==> src/rtl/hazard_ctrl.sv <==
// hazard_ctrl: pipeline hazard/stall controller.
// Drives the enable/flush pair of the IF/ID, ID/EX, EX/MEM and MEM/WB latches
// plus the PC enable. It resolves, highest priority first: halted freeze, halt
// drain, data-memory wait, EX redirect, load-use, and fetch miss.
// Optional build macro HAZARD_PERF_EN adds stall/flush performance counters.
//
// Handshake contract: this block has no valid/ready channels. Every output is
// a level that is valid for the current cycle only. It is combinational from
// the registered FSM state plus this cycle's inputs, and the latches sample it
// on the next rising CLK edge.
module hazard_ctrl #(
    parameter int REG_W      = 5,
    parameter int HALT_DRAIN = 2
) (
    input  logic             CLK,
    input  logic             nRST,
    input  logic             ihit,
    input  logic             dhit,
    input  logic             exmem_dREN,
    input  logic             exmem_dWEN,
    input  logic             exmem_halt,
    input  logic             idex_dREN,
    input  logic [REG_W-1:0] idex_rd,
    input  logic [REG_W-1:0] ifid_rs,
    input  logic [REG_W-1:0] ifid_rt,
    input  logic             ifid_rt_used,
    input  logic             ex_redirect,
    output logic             pc_en,
    output logic             ifid_en,
    output logic             idex_en,
    output logic             exmem_en,
    output logic             memwb_en,
    output logic             ifid_flush,
    output logic             idex_flush,
    output logic             exmem_flush,
    output logic             memwb_flush,
    output logic             halted,
    output logic [1:0]       dbgState
`ifdef HAZARD_PERF_EN
    ,
    input  logic             perf_clr,
    output logic [31:0]      stall_cycles,
    output logic [31:0]      flush_events
`endif
);

    typedef enum logic [1:0] {
        RUN     = 2'd0,
        MEMWAIT = 2'd1,
        DRAIN   = 2'd2,
        HALTED  = 2'd3
    } stateT;

    // Counter wide enough to reach HALT_DRAIN without wrapping.
    localparam int               CNT_W      = $clog2(HALT_DRAIN + 1);
    localparam logic [CNT_W-1:0] DRAIN_LAST = CNT_W'(HALT_DRAIN - 1);

    stateT            state;
    stateT            stateNext;
    logic             redirPend;
    logic             redirPendNext;
    logic [CNT_W-1:0] drainCnt;
    logic [CNT_W-1:0] drainCntNext;

    logic memWait;
    logic loadUse;
    logic redirAct;
    logic drainAct;

    // Hazard conditions seen this cycle. Register 0 never causes a stall.
    assign memWait  = (exmem_dREN | exmem_dWEN) & ~dhit;
    assign loadUse  = idex_dREN & (idex_rd != '0) &
                      ((idex_rd == ifid_rs) | (ifid_rt_used & (idex_rd == ifid_rt)));
    assign redirAct = ex_redirect | redirPend;
    // The halt cycle itself already drains, unless a data access must finish first.
    assign drainAct = (state == DRAIN) |
                      ((state != HALTED) & exmem_halt & ~memWait);

    assign dbgState = state;

    // State register: FSM state, pending-redirect flag and drain counter.
    always_ff @(posedge CLK or negedge nRST) begin
        if (!nRST) begin
            state     <= RUN;
            redirPend <= 1'b0;
            drainCnt  <= '0;
        end else begin
            state     <= stateNext;
            redirPend <= redirPendNext;
            drainCnt  <= drainCntNext;
        end
    end

    // Next-state logic in strict priority order.
    always_comb begin
        stateNext     = state;
        redirPendNext = redirPend;
        drainCntNext  = drainCnt;
        if (state == HALTED) begin
            stateNext = HALTED;
        end else if (drainAct) begin
            drainCntNext = drainCnt + CNT_W'(1);
            stateNext    = (drainCnt == DRAIN_LAST) ? HALTED : DRAIN;
        end else if (memWait) begin
            stateNext = MEMWAIT;
        end else begin
            // The dhit cycle of a memory wait behaves as RUN.
            stateNext = RUN;
            // A redirect that has no fetch yet keeps flushing IF/ID until the icache hits.
            if (redirAct) begin
                redirPendNext = ~ihit;
            end
        end
    end

    // Latch enable/flush outputs in strict priority order.
    always_comb begin
        pc_en       = 1'b1;
        ifid_en     = 1'b1;
        idex_en     = 1'b1;
        exmem_en    = 1'b1;
        memwb_en    = 1'b1;
        ifid_flush  = 1'b0;
        idex_flush  = 1'b0;
        exmem_flush = 1'b0;
        memwb_flush = 1'b0;
        halted      = 1'b0;
        if (!nRST) begin
            pc_en       = 1'b0;
            ifid_en     = 1'b0;
            idex_en     = 1'b0;
            exmem_en    = 1'b0;
            memwb_en    = 1'b0;
            ifid_flush  = 1'b1;
            idex_flush  = 1'b1;
            exmem_flush = 1'b1;
            memwb_flush = 1'b1;
        end else if (state == HALTED) begin
            pc_en    = 1'b0;
            ifid_en  = 1'b0;
            idex_en  = 1'b0;
            exmem_en = 1'b0;
            memwb_en = 1'b0;
            halted   = 1'b1;
        end else if (drainAct) begin
            pc_en    = 1'b0;
            ifid_en  = 1'b0;
            idex_en  = 1'b0;
            exmem_en = 1'b0;
        end else if (memWait) begin
            pc_en       = 1'b0;
            ifid_en     = 1'b0;
            idex_en     = 1'b0;
            exmem_en    = 1'b0;
            memwb_flush = 1'b1;
        end else if (redirAct) begin
            // Redirect overrides load-use: the wrong-path instructions are squashed anyway.
            ifid_flush = 1'b1;
            idex_flush = 1'b1;
        end else if (loadUse) begin
            pc_en      = 1'b0;
            ifid_en    = 1'b0;
            idex_flush = 1'b1;
        end else if (!ihit) begin
            pc_en      = 1'b0;
            ifid_flush = 1'b1;
        end
    end

`ifdef HAZARD_PERF_EN
    // Saturating stall and flush counters with synchronous clear.
    always_ff @(posedge CLK or negedge nRST) begin
        if (!nRST) begin
            stall_cycles <= '0;
            flush_events <= '0;
        end else if (perf_clr) begin
            stall_cycles <= '0;
            flush_events <= '0;
        end else begin
            if (!pc_en && (state != HALTED) && (stall_cycles != 32'hFFFF_FFFF)) begin
                stall_cycles <= stall_cycles + 32'd1;
            end
            if (idex_flush && (flush_events != 32'hFFFF_FFFF)) begin
                flush_events <= flush_events + 32'd1;
            end
        end
    end
`endif

endmodule

==> config.mk <==
export PLATFORM = sky130hd
export DESIGN_NAME = hazard_ctrl
export DESIGN_NICKNAME = d
export VERILOG_FILES = /design/src/rtl/hazard_ctrl.sv
export SDC_FILE = /design/constraint.sdc
export NUM_CORES = 1
export LEC_CHECK = 0
export BUFFER_PORTS_ARGS = -buffer_cell sky130_fd_sc_hd__buf_2
export CAP_MARGIN = 30
export CORE_AREA = 2 2 39 41
export DETAILED_ROUTE_END_ITERATION = 7
export DIE_AREA = 0 0 41 43
export PLACE_DENSITY = 0.68
export SYNTH_ARGS = -nofsm -noshare
export SYNTH_HDL_FRONTEND = slang
export SYNTH_SLANG_ARGS = --single-unit
==> constraint.sdc <==
create_clock -name CLK -period 1.7 [get_ports CLK]
set_clock_uncertainty 0.2 [all_clocks]
set_input_delay 0.085 -clock CLK [delete_from_list [all_inputs] [get_ports CLK]]
set_output_delay 0.085 -clock CLK [all_outputs]
set_load 0.03 [all_outputs]
==> flow_summary.json, run 1 <==
{
  "worstMarginPinSlew_ps": 368.0,
  "grt_antenna_before_repair": 0,
  "root_buffer": "clkbuf_4",
  "place_congestion": 0.6643,
  "syn_area_per_cell_um2": 8.177,
  "firstDrtPassIters": 1,
  "powerDensity_nw_per_um2": 607.2,
  "cts_inserted_buffers": 3,
  "drc": 0,
  "finalCriticalPeriod_ps": 1691,
  "cellLeakagePower_nw": 0.4008,
  "clkLatencyLatePin_ps": 250,
  "area_growth_syn_to_layout_pct": 83.88,
  "min_from": "dhit",
  "die_area_um2": 1763,
  "grt.overflow.total": 0,
  "cp_max_fo": 2,
  "grt_max_degree": 9,
  "min_period_over_period_pct": 99.46,
  "grt_pass1_vias": 555,
  "timing.fmax_mhz": 591.4,
  "die_x_um": 41,
  "synth_top_area_share_pct": 27.32,
  "via_per_inst": 4.815,
  "dp_slack_ps": -78.64,
  "synth_compound_area_share_pct": 18.03,
  "cp-startpoint": "idex_rd[4]",
  "synth.net_count": 82,
  "power_frac_seq_pct": 32.3,
  "grt_usage_pct": 17.91,
  "layout.cells.non_filler": 124,
  "cap_violations": 0,
  "dp_hpwl_um": 1043,
  "start_util_pct": 33.09,
  "arrival_ps": 1410,
  "clock-sinks": 5,
  "finalSetupTns_ps": 0,
  "critPathKind": "input pin to output pin",
  "layout_setup_ws_ps": 9.197,
  "r2r-start": "dbgState[1]$_DFF_PN0_",
  "endpoint_kind": "output pin",
  "drive_gt1_share_pct": 51.85,
  "syn_inst": 56,
  "setup_violations": 0,
  "ios": 37,
  "synthMuxAreaShare_pct": 4.645,
  "critical_path.max_stage_delay_ps": 510,
  "hold_path_class": "input pin to flip-flop",
  "routed_wl_um": 1437,
  "synth-adder-area-share_pct": 2.732,
  "rsz0062_at_grt": "true",
  "grt_pass1_wl_um": 2083,
  "final_common_cell": "buf_2",
  "syn_area_um2": 457.9,
  "vias": 597,
  "coreArea_um2": 1384,
  "die_y_um": 43,
  "antenna_cells": 0,
  "final_cell_mix": "buf_2 (31), xnor2_1 (11), buf_4 (8)",
  "synthTopCellsByArea": "dfrtp_1 (27%), xnor2_1 (21%), a21oi_1 (5.5%), nand3_1 (4.4%), o21ai_0 (3.3%)",
  "drv_slew": 0,
  "num_rows": 14,
  "synth_xor_area_share_pct": 21.04,
  "clkPwrFrac_pct": 27.3,
  "cp_data_required_time_ps": 1410,
  "start_kind": "input pin",
  "post_cts_buffers": 0,
  "place_inst": 115,
  "wl_per_cell_um": 11.59,
  "synth_seq_cells": 5,
  "yosysTopAreaCell": "dfrtp_1",
  "worst_path_most_repeated_cell": "buf_6",
  "p_switching_uw": 168.4,
  "status": "complete, no violations",
  "synthSimpleGateAreaFrac_pct": 22.13,
  "drt_iter0_markers": 0,
  "holdWs_ps": 132.3,
  "ir_worst_vdd_mv": 0.3801,
  "cpMaxStageDelayCell": "or4_4",
  "seq_area_frac_synth_pct": 27.32,
  "cp_cell_sequence": "buf_6, or4_4, o21a_1, and2_4, a211oi_4, buf_6",
  "slew_headroom_pct": 75.28,
  "clock_path_buffers": 2,
  "h-tree-depth": 1,
  "drt.antenna.violating_nets": 0,
  "synth_top_family_by_area": "simple AND/OR/NAND/NOR gates",
  "clk_pin_slew_ps": 50,
  "ys_types": 24,
  "switching_share_pct": 32.94,
  "nets": 135,
  "p_int_uw": 342.8,
  "final-hold-violation-count": 0,
  "cts_tree": "yes",
  "portBuffers": 36,
  "p_comb_share_pct": 40.5,
  "yosysWarnings": 0
}
## flip-flops by register name, indices dropped and copies added (netlist names)
name / flops
redirPend: 1
dbgState: 2
drainCnt: 2
## per-stage QoR
step	total power [mW]	util (%)	cell area (um^2)
final	0.5113	60.85	842.1
after global routing	0.5529	60.85	842.1
after CTS	0.5127	59.67	825.8
after detailed placement	0.3535	53.07	734.5
after global placement	0.3434	53.07	734.5
after floorplan	0.2707	-	481.7
## synth_stat cells
| master | n |
|---|---|
| a211oi_1 | 1 |
| a211oi_2 | 1 |
| a21oi_1 | 5 |
| a41oi_1 | 1 |
| and2_4 | 1 |
| and3_1 | 1 |
| buf_4 | 1 |
| dfrtp_1 | 5 |
| ha_1 | 1 |
| inv_1 | 3 |
| mux2_2 | 1 |
| mux2i_1 | 1 |
| nand2_1 | 4 |
| nand2b_1 | 1 |
| nand3_1 | 4 |
| nand4_1 | 1 |
| nor2_1 | 4 |
| nor3_1 | 2 |
| o21a_1 | 1 |
| o21ai_0 | 3 |
| o22ai_1 | 1 |
| or2_2 | 1 |
| or4_1 | 1 |
| xnor2_1 | 11 |
## final cells by class
| cell class | count | area, um^2 |
|---|---|---|
| clock buffer | 4 | 26.28 |
| fill | 126 | 541.8 |
| inverter | 3 | 11.26 |
| multi-input combinational | 47 | 341.6 |
| sequential | 5 | 125.1 |
| tap | 16 | 20.02 |
| timing repair buffer | 49 | 317.8 |
## power groups by stage
stage / Clock (mW) / Combinational [mW] / Sequential [mW]
3_3_place_gp: 0 / 0.178 / 0.165
2_1_floorplan: 0 / 0.108 / 0.163
4_1_cts: 0.148 / 0.201 / 0.164
6_report: 0.139 / 0.207 / 0.165
3_5_place_dp: 0 / 0.188 / 0.166
5_1_grt: 0.152 / 0.232 / 0.169
## worst paths after layout
check | endpoint | slack [ps] | cells after the start
hold reg to reg | drainCnt[0]$_DFFE_PN0P_ | 300 | 1
hold / removal | dbgState[0]$_DFF_PN0_ | 130 | 4
min in group asynchronous | drainCnt[1]$_DFFE_PN0P_ | 140 | 2
max in group asynchronous | redirPend$_DFFE_PN0P_ | 960 | 2
setup / recovery | pc_en | 9 | 6
setup reg to reg | drainCnt[0]$_DFFE_PN0P_ | 360 | 3
## per-layer routing
layer | part of all wire, % | vias to the layer above | GRT usage [%]
li1 | - | 302 | -
met1 | 37 | 265 | 14.19
met2 | 54 | 26 | 35.31
met3 | 7.1 | 4 | 1.571
met4 | 1.9 | 0 | 12.00
met5 | 0 | - | 0
## cells by family after synthesis
logic type | count (synthesis)
AOI/OAI and AO/OA | 13
xor gates and xnor gates | 11
adders and majority gates | 1
buffers and inverters | 4
DFF | 5
muxes | 2
and+or+nand+nor | 20
## critical path: cells and delay by family
kind	cells	cell delay, ps
and+or+nand+nor	2	680
AOI/OAI and AO/OA	2	390
buffers and inverters	2	250
## timing repair
action                                  CTS  global route
pin swaps                                 3             2
endpoints found under the setup margin    2             4
gates resized for setup                   4             4
hold endpoints to repair                  8             0
hold buffers                              5             0
Power figures use the tool's default switching activity.
==> run 2: changes to the inputs <==
Settings changed: CTS_BUF_LIST from default to sky130_fd_sc_hd__clkbuf_2 sky130_fd_sc_hd__clkbuf_4 sky130_fd_sc_hd__clkbuf_8.
==> run 2 against run 1 <==
Against the previous run: setup slack unchanged; clock-buffer cell count unchanged; largest cell class unchanged; global-route usage decreased by 0.32 points; wire length decreased by 1.1%; critical endpoint unchanged; die area unchanged; cell count unchanged; clock power increased by 12%.
==> flow_summary.json, run 2 (synthesis results as in run 1) <==
{
  "grt_usage_pct": 17.59,
  "dp_hpwl_um": 1043,
  "finalSetupTns_ps": 0,
  "via_per_inst": 4.806,
  "ios": 37,
  "drt.antenna.violating_nets": 0,
  "final_util_pct": 61.12,
  "cellLeakagePower_nw": 0.4042,
  "grtUsageMet1_pct": 14.14,
  "num_rows": 14,
  "final-hold-violation-count": 0,
  "grt_pass1_vias": 552,
  "fillers": 126,
  "ir_worst_vdd_mv": 0.3801,
  "coreArea_um2": 1384,
  "cp_data_required_time_ps": 1410,
  "grt_antenna_before_repair": 0,
  "clkLatencyLatePin_ps": 250,
  "arrival_ps": 1410,
  "clock_path_buffers": 2,
  "firstDrtPassIters": 1,
  "min_period_over_period_pct": 99.46,
  "endpoint_kind": "output pin",
  "die_x_um": 41,
  "clk_pin_slew_ps": 50,
  "antenna_cells": 0,
  "cts_tree": "yes",
  "cpMaxStageDelayCell": "or4_4",
  "final_cell_area_um2": 845.8,
  "critPathKind": "input pin to output pin",
  "drt_iter0_markers": 0,
  "die_area_um2": 1763,
  "vias": 596,
  "wl_per_cell_um": 11.46,
  "die_y_um": 43,
  "cp_max_fo": 2,
  "reg2regPathDepth": 3,
  "drc": 0,
  "place_congestion": 0.6643,
  "cts_inserted_buffers": 3,
  "grt.overflow.total": 0,
  "final_cell_mix": "buf_2 (31), xnor2_1 (11), buf_4 (8)",
  "grt_max_degree": 9,
  "h-tree-depth": 1,
  "finalCriticalPeriod_ps": 1691,
  "routed_wl_um": 1421,
  "busiest_layer": "met2",
  "worst_path_most_repeated_cell": "buf_6",
  "critical_path.max_stage_delay_ps": 510,
  "area_growth_syn_to_layout_pct": 84.70,
  "final_common_cell": "buf_2",
  "drive_gt1_share_pct": 52.78,
  "dpl_cell_area_um2": 734.5,
  "status": "complete, no violations",
  "slew_headroom_pct": 75.28,
  "start_kind": "input pin",
  "worstMarginPinSlew_ps": 368.0,
  "hold-path-cell-count": 4,
  "powerDensity_nw_per_um2": 623.6,
  "cp_cell_sequence": "buf_6, or4_4, o21a_1, and2_4, a211oi_4, buf_6",
  "grt_pass1_wl_um": 2056,
  "clock-sinks": 5,
  "cap_violations": 0,
  "setup_violations": 0,
  "hold_path_class": "input pin to flip-flop",
  "timing.fmax_mhz": 591.4,
  "grtUsageMet3_pct": 1.571,
  "nets": 135,
  "grtUsageMet2_pct": 34.38,
  "root_buffer": "clkbuf_4",
  "post_cts_buffers": 0,
  "portBuffers": 36,
  "start_util_pct": 33.09,
  "drv_slew": 0,
  "rsz0062_at_grt": "true"
}
-- run 2: changes by cell type in the layout (fill, tap and decap cells not counted) --
cell      delta
clkbuf_1     -1
clkbuf_4     +1
-- run 2: repair_timing --
item	CTS	global route
endpoints found under the setup margin	2	4
resized for setup	4	4
hold buffers	5	0
endpoints found under the hold margin	8	0
pin swaps	3	2
-- run 2: layout make-up --
| cell class | count | area, um^2 | share of cell area [%] |
|---|---|---|---|
| clock buffer | 4 | 30.03 | 3.550 |
| timing repair buffer | 49 | 317.8 | 37.57 |
| inverter | 3 | 11.26 | 1.331 |
| tap | 16 | 20.02 | 2.367 |
| sequential | 5 | 125.1 | 14.79 |
| multi-input combinational | 47 | 341.6 | 40.38 |
-- run 2: critical path: cells and delay by family --
kind	cells	cell delay, ps
buffers and inverters	2	250
and+or+nand+nor	2	680
AOI/OAI and AO/OA	2	390
-- run 2: final timing paths --
kind | start | to | slack (ps)
worst max-delay path | idex_rd[4] | pc_en | 9
worst min-delay path | dhit | dbgState[0]$_DFF_PN0_ | 130
worst max register to register | dbgState[1]$_DFF_PN0_ | drainCnt[0]$_DFFE_PN0P_ | 360
worst min register to register | drainCnt[0]$_DFFE_PN0P_ | drainCnt[0]$_DFFE_PN0P_ | 300
max in group asynchronous | nRST | redirPend$_DFFE_PN0P_ | 970
min in group asynchronous | nRST | drainCnt[1]$_DFFE_PN0P_ | 140
-- run 2: power breakdown --
part / total, mW / switching (mW) / internal, mW
clock network: 0.155 / 0.0507 / 0.105
registers: 0.165 / 0.0168 / 0.148
logic: 0.207 / 0.101 / 0.106
-- run 2: through the flow --
step                      power (mW)  std cells  setup slack (ps)  hold WS [ps]
after floorplan               0.2707         56             5.431        -410.6
after global placement        0.3434        115            -92.80        -248.9
after detailed placement      0.3535        115            -78.64        -248.2
after CTS                     0.5275        124            -9.126         102.5
after global routing          0.5700        124            -31.58         152.6
final                         0.5275        124             9.197         126.9
-- run 2: routing by layer --
metal,vias up,part of all wire (%)
li1,302,-
met1,264,38
met2,26,53
met3,4,7.2
met4,0,1.9
met5,-,0
